===== src/rtl/riscv_pkg.sv =====
// Shared RISC-V constants for the load/store stage: opcodes, memory funct3
// encodings and the LSU state machine encoding.
package riscv_pkg;

  localparam logic [6:0] OPC_LOAD   = 7'b0000011;
  localparam logic [6:0] OPC_STORE  = 7'b0100011;
  localparam logic [6:0] OPC_JAL    = 7'b1101111;
  localparam logic [6:0] OPC_JALR   = 7'b1100111;
  localparam logic [6:0] OPC_LUI    = 7'b0110111;
  localparam logic [6:0] OPC_AUIPC  = 7'b0010111;
  localparam logic [6:0] OPC_OP     = 7'b0110011;
  localparam logic [6:0] OPC_OP_IMM = 7'b0010011;
  localparam logic [6:0] OPC_BRANCH = 7'b1100011;

  localparam logic [2:0] F3_B  = 3'b000;
  localparam logic [2:0] F3_H  = 3'b001;
  localparam logic [2:0] F3_W  = 3'b010;
  localparam logic [2:0] F3_BU = 3'b100;
  localparam logic [2:0] F3_HU = 3'b101;

  typedef enum logic [1:0] {
    ST_IDLE,
    ST_REQ,
    ST_RESP,
    ST_WB
  } lsu_state_e;

endpackage


===== src/rtl/load_formatter.sv =====
// Combinational load-data extraction: selects the byte/halfword lane by the low
// address bits and sign- or zero-extends according to funct3.
module load_formatter
  import riscv_pkg::*;
(
  input  logic [31:0] rdata,
  input  logic [1:0]  addr_lo,
  input  logic [2:0]  funct3,
  output logic [31:0] data
);

  logic [7:0]  byte_sel;
  logic [15:0] half_sel;

  always_comb begin
    byte_sel = rdata[7:0];
    case (addr_lo)
      2'd1:    byte_sel = rdata[15:8];
      2'd2:    byte_sel = rdata[23:16];
      2'd3:    byte_sel = rdata[31:24];
      default: byte_sel = rdata[7:0];
    endcase
    half_sel = addr_lo[1] ? rdata[31:16] : rdata[15:0];

    data = rdata;
    case (funct3)
      F3_B:    data = {{24{byte_sel[7]}}, byte_sel};
      F3_H:    data = {{16{half_sel[15]}}, half_sel};
      F3_BU:   data = {24'd0, byte_sel};
      F3_HU:   data = {16'd0, half_sel};
      default: data = rdata;
    endcase
  end

endmodule


===== src/rtl/lsu_stage.sv =====
// Load/store/writeback stage: issues data-memory requests, formats load data,
// and produces a single register-file write per accepted instruction.
module lsu_stage
  import riscv_pkg::*;
#(
  parameter int unsigned MEM_TIMEOUT = 16
) (
  input  logic        clock,
  input  logic        reset,
  input  logic        in_valid,
  output logic        in_ready,
  input  logic [6:0]  in_opcode,
  input  logic [2:0]  in_funct3,
  input  logic [4:0]  in_rd,
  input  logic [31:0] in_alu_out,
  input  logic [31:0] in_rs2_data,
  input  logic [31:0] in_pc,
  output logic        mem_req,
  output logic        mem_we,
  output logic [31:0] mem_addr,
  output logic [31:0] mem_wdata,
  output logic [3:0]  mem_wstrb,
  input  logic        mem_gnt,
  input  logic        mem_rvalid,
  input  logic [31:0] mem_rdata,
  output logic        wb_en,
  output logic [4:0]  wb_rd,
  output logic [31:0] wb_data,
  output logic        lsu_err
);

  localparam int unsigned CNT_W = $clog2(MEM_TIMEOUT + 1);
  localparam logic [CNT_W-1:0] CNT_LAST = CNT_W'(MEM_TIMEOUT - 1);

  lsu_state_e state, state_next;

  logic [CNT_W-1:0] cnt;
  logic             ready_q;
  logic             err_q;
  logic             is_load_q;
  logic [2:0]       funct3_q;
  logic [4:0]       rd_q;
  logic [31:0]      addr_q;
  logic [31:0]      rs2_q;
  logic [31:0]      wb_q;
  logic [31:0]      fmt_data;

  logic accept;
  logic in_is_load;
  logic in_is_store;
  logic in_is_link;
  logic f3_legal;
  logic misalign;
  logic mem_bad;
  logic timeout;

  load_formatter u_fmt (
    .rdata   (mem_rdata),
    .addr_lo (addr_q[1:0]),
    .funct3  (funct3_q),
    .data    (fmt_data)
  );

  always_comb begin
    in_is_load  = (in_opcode == OPC_LOAD);
    in_is_store = (in_opcode == OPC_STORE);
    in_is_link  = (in_opcode == OPC_JAL) || (in_opcode == OPC_JALR);
    accept      = in_valid && in_ready;

    if (in_is_store)
      f3_legal = (in_funct3 == F3_B) || (in_funct3 == F3_H) || (in_funct3 == F3_W);
    else
      f3_legal = (in_funct3 == F3_B) || (in_funct3 == F3_H) || (in_funct3 == F3_W) ||
                 (in_funct3 == F3_BU) || (in_funct3 == F3_HU);

    misalign = ((in_funct3[1:0] == 2'b01) && in_alu_out[0]) ||
               ((in_funct3[1:0] == 2'b10) && (in_alu_out[1:0] != 2'b00));
    mem_bad  = (in_is_load || in_is_store) && (!f3_legal || misalign);
  end

  always_ff @(posedge clock or negedge reset) begin
    if (!reset) state <= ST_IDLE;
    else        state <= state_next;
  end

  always_comb begin
    state_next = state;
    timeout    = 1'b0;
    case (state)
      ST_IDLE: begin
        if (accept) begin
          case (in_opcode)
            OPC_LOAD, OPC_STORE:
              state_next = mem_bad ? ST_IDLE : ST_REQ;
            OPC_JAL, OPC_JALR, OPC_LUI, OPC_AUIPC, OPC_OP, OPC_OP_IMM:
              state_next = ST_WB;
            OPC_BRANCH:
              state_next = ST_IDLE;
            default:
              state_next = ST_IDLE;
          endcase
        end
      end
      // A response coincident with the grant is not a response; only RESP samples rvalid.
      ST_REQ: begin
        if (mem_gnt) begin
          state_next = is_load_q ? ST_RESP : ST_IDLE;
        end else if (cnt == CNT_LAST) begin
          state_next = ST_IDLE;
          timeout    = 1'b1;
        end
      end
      ST_RESP: begin
        if (mem_rvalid) begin
          state_next = ST_WB;
        end else if (cnt == CNT_LAST) begin
          state_next = ST_IDLE;
          timeout    = 1'b1;
        end
      end
      ST_WB:   state_next = ST_IDLE;
      default: state_next = ST_IDLE;
    endcase
  end

  always_ff @(posedge clock or negedge reset) begin
    if (!reset) begin
      cnt     <= '0;
      ready_q <= 1'b0;
      err_q   <= 1'b0;
    end else begin
      ready_q <= 1'b1;
      err_q   <= (accept && mem_bad) || timeout;
      if (state_next != state)
        cnt <= '0;
      else if ((state == ST_REQ) || (state == ST_RESP))
        cnt <= cnt + 1'b1;
    end
  end

  // wb_q holds the link/ALU value from accept, later overwritten by load data.
  always_ff @(posedge clock or negedge reset) begin
    if (!reset) begin
      is_load_q <= 1'b0;
      funct3_q  <= '0;
      rd_q      <= '0;
      addr_q    <= '0;
      rs2_q     <= '0;
      wb_q      <= '0;
    end else begin
      if (accept) begin
        is_load_q <= in_is_load;
        funct3_q  <= in_funct3;
        rd_q      <= in_rd;
        addr_q    <= in_alu_out;
        rs2_q     <= in_rs2_data;
        wb_q      <= in_is_link ? (in_pc + 32'd4) : in_alu_out;
      end else if ((state == ST_RESP) && mem_rvalid) begin
        wb_q <= fmt_data;
      end
    end
  end

  always_comb begin
    in_ready  = (state == ST_IDLE) && ready_q;
    mem_req   = (state == ST_REQ);
    mem_we    = mem_req && !is_load_q;
    mem_addr  = mem_req ? {addr_q[31:2], 2'b00} : '0;
    mem_wdata = '0;
    mem_wstrb = '0;
    if (mem_we) begin
      case (funct3_q[1:0])
        2'b00: begin
          mem_wstrb = 4'b0001 << addr_q[1:0];
          mem_wdata = {4{rs2_q[7:0]}};
        end
        2'b01: begin
          mem_wstrb = addr_q[1] ? 4'b1100 : 4'b0011;
          mem_wdata = {2{rs2_q[15:0]}};
        end
        default: begin
          mem_wstrb = 4'b1111;
          mem_wdata = rs2_q;
        end
      endcase
    end
    wb_en   = (state == ST_WB) && (rd_q != 5'd0);
    wb_rd   = rd_q;
    wb_data = wb_q;
    lsu_err = err_q;
  end

endmodule

===== config.mk =====
export PLATFORM = sky130hd
export DESIGN_NAME = lsu_stage
export DESIGN_NICKNAME = d
export VERILOG_FILES = /design/src/rtl/riscv_pkg.sv /design/src/rtl/load_formatter.sv /design/src/rtl/lsu_stage.sv
export SDC_FILE = /design/constraint.sdc
export NUM_CORES = 1
export LEC_CHECK = 0
export ABC_CLOCK_PERIOD_IN_PS = 2200
export CAP_MARGIN = 20
export CORE_AREA = 2 2 136 138
export DETAILED_ROUTE_END_ITERATION = 7
export DIE_AREA = 0 0 138 140
export HOLD_SLACK_MARGIN = 0.05
export PLACE_DENSITY = 0.81
export SLEW_MARGIN = 10
export SYNTH_ARGS = -nofsm -noshare
export SYNTH_HDL_FRONTEND = slang
export SYNTH_HIERARCHICAL = 1
export SYNTH_SLANG_ARGS = --single-unit

===== constraint.sdc =====
create_clock -name clock -period 2.2 [get_ports clock]
set_input_delay 0.33 -clock clock [delete_from_list [all_inputs] [get_ports clock]]
set_output_delay 0.33 -clock clock [all_outputs]
set_load 0.005 [all_outputs]

Word level (Yosys, flattened, before mapping)
Cells that the tools add are included.
{ "totals": {"reg_bits": 114, "in_bits": 148, "output_inout_bits": 110, "wordCells": 97} }
{ "classes": {"add_sub_neg": 2, "n_eq_ne": 26, "shifts": 1, "n_mux": 27, "n_reduce_logical": 31} }
{ "op_table": {"columns": ["cell", "count"], "rows": [
  ["$mux 32", 5],
  ["$pmux 32 s4", 1],
  ["$pmux 32 s2", 1],
  ["$add 32x3->32 const B", 1],
  ["$pmux 8 s3", 1],
  ["$eq 7x6->1 const B", 3],
  ["$mux 16", 1],
  ["$eq 7x5->1 const B", 2],
  ["$eq 7x7->1 const B", 2],
  ["$eq 3x3->1 const B", 4],
  ["$eq 2x2->1 const B", 5],
  ["$logic_or 1x1->1", 10],
  ["$mux 2", 5],
  ["$mux 5", 2],
  ["$logic_and 1x1->1", 9],
  ["$eq 2x1->1 const B", 4],
  ["$mux 4", 2],
  ["$pmux 2 s4", 1],
  ["$pmux 4 s2", 1],
  ["$eq 7x2->1 const B", 1],
  ["$eq 3x1->1 const B", 2],
  ["$logic_not 3->1", 2],
  ["$reduce_bool 2->1", 3],
  ["$reduce_or 6->1", 1],
  ["other kinds (12)", 18]
]} }

Depth between registers and ports, before layout
{ "depth": {"word_depth": 15, "depth_mapped": 11, "depth_no_buf": 8} }

Hierarchy
Netlist, hierarchy kept.
{ "modules_own_cells": {"columns": ["module", "n_inst", "cells_per_inst", "area_per_inst_um2", "seq_area_each_um2"], "rows": [
  ["lsu_stage", 1, 806, 6548.8, 2852.7],
  ["load_formatter", 1, 110, 649.4, 0.0]
]} }

Least setup slack after synthesis
No wires, ideal clock.
{ "synth_path": {"path_type": "register to register", "startpoint": "reg addr_q[1]", "endpoint": "reg wb_q[26], in the netlist wb_data[26]", "setup_time_ns": 0.144, "arrival_ns": 1.914, "required_time_ns": 2.056, "path_slack_ns": 0.142, "path_stages_with_launch": 10, "path_buffers": 2, "synth_period_minus_slack_ns": 2.058, "cell_sequence": "dfrtp_1 -> mux4_2 -> nand3b_4 -> o41a_2 -> buf_6 -> buf_6 -> nand2_1 -> nand2b_1 -> a21oi_1 -> a221oi_2"} }
{ "synth_via": {"elab_chain_len": 5, "elab_cells_between_ends": 8, "classes_between": "eq/ne (3); mux (5)"} }
{ "synth_rtl": {"columns": ["item", "line", "text"], "rows": [
  ["start, declared", "lsu_stage.sv:43", "logic [31:0] addr_q;"],
  ["start signal, assigned", "lsu_stage.sv:155", "addr_q <= in_alu_out;"],
  ["$eq 2x2->1 / $eq 2x1->1 (equally long branches)", "load_formatter.sv:17", "case (addr_lo)"],
  ["$pmux 8 s3", "load_formatter.sv:17", null],
  ["$pmux 32 s4 (*)", "load_formatter.sv:26", "case (funct3)"],
  ["via fmt_data[26]", "lsu_stage.sv:46", "logic [31:0] fmt_data;"],
  ["$mux 32 (*)", "lsu_stage.sv:158", "end else if ((state == ST_RESP) && mem_rvalid) begin"],
  ["$mux 32 (*)", "lsu_stage.sv:151", "if (accept) begin"],
  ["end signal, assigned", "lsu_stage.sv:157", "wb_q <= in_is_link ? (in_pc + 32'd4) : in_alu_out;"],
  ["end signal, assigned", "lsu_stage.sv:159", "wb_q <= fmt_data;"],
  ["end, declared", "lsu_stage.sv:45", "logic [31:0] wb_q;"]
]} }
Mark *: on every way through the listed nets, which the timed path passes. The rest lies on a longest branch. The select of a mux whose other input is x is not followed.
A chain may end at the register's enable or synchronous reset.

Final worst setup path
{ "layout_path": {"startpoint": "reg state[1]", "endpoint": "out mem_addr[14]"} }
{ "layout_via": {"elab_chain_len": 2} }
{ "layout_rtl": {"columns": ["item", "line", "text"], "rows": [
  ["start, declared", "lsu_stage.sv:35", "lsu_state_e state, state_next;"],
  ["start signal, assigned", "lsu_stage.sv:83", "else state <= state_next;"],
  ["$eq 2x1->1", "lsu_stage.sv:166", "mem_req = (state == ST_REQ);"],
  ["$mux 32", "lsu_stage.sv:168", "mem_addr = mem_req ? {addr_q[31:2], 2'b00} : '0;"],
  ["end, declared", "lsu_stage.sv:20", "output logic [31:0] mem_addr,"]
]} }
Every way passes these cells.

==> qor.csv <==
metric,value,unit
finalClockSkew,0.009056,ns
worstSkewPairLatency,0.42,ns
htree_num_levels,4,
maxCapViolCount,0,
ys_top_cells_by_area,"dfrtp_1 (40%), nand2_1 (17%), mux2i_1 (4.3%)",
dr_total_vias,7773,
p_per_area,1199,mW/mm²
synthCells,916,
die_y,140,µm
whs,0.4375,ns
min_path_cells,3,
die_w,138,µm
grt-ovfl-total,0,
finalHoldViolCount,0,
p_leak,5.443,nW
reg2reg_depth,7,
drt_pass1_iterations,7,
p_total,0.01339,W
gp_congestion,0.8695,
core-area,0.01778,mm²
yosys-top-cells-count,"nand2_1 (323), dfrtp_1 (114), nor2_1 (50), clkbuf_1 (49), and2_1 (43)",
grt_use_total,0.2701,
period_needed,2.233,ns
rsz0062_at_grt,yes,
fillers,1514,
synth_ff_type,dfrtp_1,
cts-buffers-inserted,17,
drive_gt1_frac,0.1250,
arrival,1.90,ns
cts-root-buf,clkbuf_16,
tightestPinTransition,0.6290,ns
async_flop_share,1.000,
critical_path.endpoint_type,output port,
vias_per_cell,5.368,
tns,-0.03806,ns
relSlewSlack,0.5807,
critPathLaunchType,flop,
nets,1359,
drc,0,
start_util,0.4049,
synthesis.area,0.007198,mm²
dr.first_iter.drc_count,427,
ys_ff_latch,114,
dp_hpwl,19.01,mm
place_ws,-0.1417,ns
cts_sinks,114,
grt_pass1_vias,7609,
row_count,49,
tritoncts,done,
fin_ws,-0.03272,ns
ys_seq_area_frac,0.3963,
setup_viol,3,
period_share,1.015,
ir_drop,0.8385,mV
portBuffers,255,
antenna_found_initial,2,
dieArea,0.01932,mm²
cp.required,1.87,ns
clk_pin_slew,0.05,ns
hold_class,primary input to flop,
pin_count,258,
slowest_stage,clkdlybuf4s50_1,
grt_pass1_wl,41.36,mm
area_growth,55.10,%
synth-edff-count,0,
fmax,447.9,MHz
crit_chain,inv_2 > ha_4 > buf_8 > and2_1 > clkdlybuf4s50_1,
drt-wirelength-per-cell,18.08,µm
final_cells,1448,
wl,26.19,mm
synth_area_leader_cell,dfrtp_1,
yosys_warnings,6,
cp_slowest_stage_delay,0.52,ns
failed_checks,negative setup slack,
status,"finished, violations left",
timing.final.max_slew_violations,0,
synth_top_area_frac,0.3963,
avgSynthCellArea,7.858,µm²
synth_cell_types,57,
grt_max_degree,50,
dp.cells,1403,
cts.path.max_buffers,2,
path_class,flop to output port,
crit_path_max_fanout,14,
yosysMostFrequentCell,nand2_1,
antenna_left,0,
## metrics by stage
step / utilization / area [µm²]
2_1_floorplan: - / 7202
6_report: 0.6279 / 11160
5_1_grt: 0.6278 / 11160
3_3_place_gp: 0.5841 / 10390
3_5_place_dp: 0.5841 / 10390
4_1_cts: 0.6250 / 11110
## worst paths after layout
check / start / to / slack, ns
worst max-delay path: state[1] / mem_addr[14] / -0.03
worst min-delay path: in_rs2_data[20] / rs2_q[20] / 0.44
worst max register to register: cnt[0] / cnt[1] / 0.08
worst min register to register: addr_q[10] / addr_q[10] / 0.47
max in group asynchronous: reset / wb_data[11] / 1.07
min in group asynchronous: reset / state[1] / 0.48
## critical path: cells and delay by family, from the launching register on
kind | cells | cell delay [ns]
buffers and inverters | 3 | 0.77
DFF | 1 | 0.39
adders and majority gates | 1 | 0.18
and+or+nand+nor | 1 | 0.14
## routing by layer
metal	routed length, µm	global-route usage	up-vias
li1	-	-	3668
met1	10630	0.3359	3699
met2	12620	0.4422	338
met3	1878	0.06462	68
met4	1057	0.1343	0
met5	0	0	-
## registers in the layout, summed over array words and instances (netlist names)
name / flops
is_load_q: 1
state: 2
rs2_q: 32
wb_rd: 5
lsu_err: 1
funct3_q: 3
wb_data: 32
ready_q: 1
cnt: 5
addr_q: 32
## cell families (layout without fill, tap and decap cells)
logic type                 after synthesis  count (layout)  synth area share
and+or+nand+nor                        499             499            0.3124
buffers and inverters                   79             378           0.04763
AOI/OAI and AO/OA                      145             145            0.1351
other                                    2               6          0.001043
DFF                                    114             114            0.3963
xor gates and xnor gates                30              30           0.03650
adders and majority gates                8               8           0.01391
muxes                                   39              39           0.05719
## area by class of cell
class / instances / area (µm²) / share of cell area
antenna: 3 / 7.507 / 0.0006724
clock buffer: 21 / 450.4 / 0.04035
multi-input combinational: 724 / 4085 / 0.3659
timing repair buffer: 331 / 3252 / 0.2913
timing repair inverter: 1 / 7.507 / 0.0006724
inverter: 14 / 58.81 / 0.005267
sequential: 114 / 2856 / 0.2559
clock inverter: 11 / 160.2 / 0.01434
tap: 229 / 286.5 / 0.02566
## power breakdown
part / internal, W / total [W] / switching, W
registers: 0.00307 / 0.00375 / 0.000678
logic: 0.00338 / 0.00672 / 0.00334
clock network: 0.00191 / 0.00291 / 0.000998
## cell usage in the layout, fill, tap and decap left out, types with 4 or more instances in the layout
cell type / count
and2_1: 43
a21oi_1: 31
o22ai_1: 6
nand4_1: 5
dfrtp_1: 111
clkdlybuf4s50_1: 194
a221oi_1: 6
a221oi_2: 4
nor2_1: 47
and3_1: 8
dlymetal6s2s_1: 12
clkinv_2: 5
nand3_1: 18
ha_1: 6
nor4_2: 6
xnor2_1: 24
xor2_1: 6
dlygate4sd2_1: 43
nor4_1: 6
mux2_2: 7
clkbuf_16: 17
a22oi_1: 13
nand2b_1: 4
o31ai_1: 9
a31oi_1: 10
nand2_1: 323
a22o_1: 7
inv_1: 11
o21ai_0: 33
buf_12: 10
bufinv_16: 4
nor3_1: 14
clkinvlp_4: 4
buf_4: 63
mux2i_1: 31
nor2b_1: 4
## timing repair
| item | 4_1_cts | 5_1_grt |
|---|---|---|
| pin swaps | 2 | 0 |
| cloned | 2 | 0 |
| buffers inserted | 7 | 0 |
| hold buffers | 1 | 0 |
| setup endpoints to repair | 75 | 36 |
| gates resized for setup | 68 | 24 |
| endpoints found under the hold margin | 42 | 0 |
Note: power is estimated with default switching activity, not from simulation.
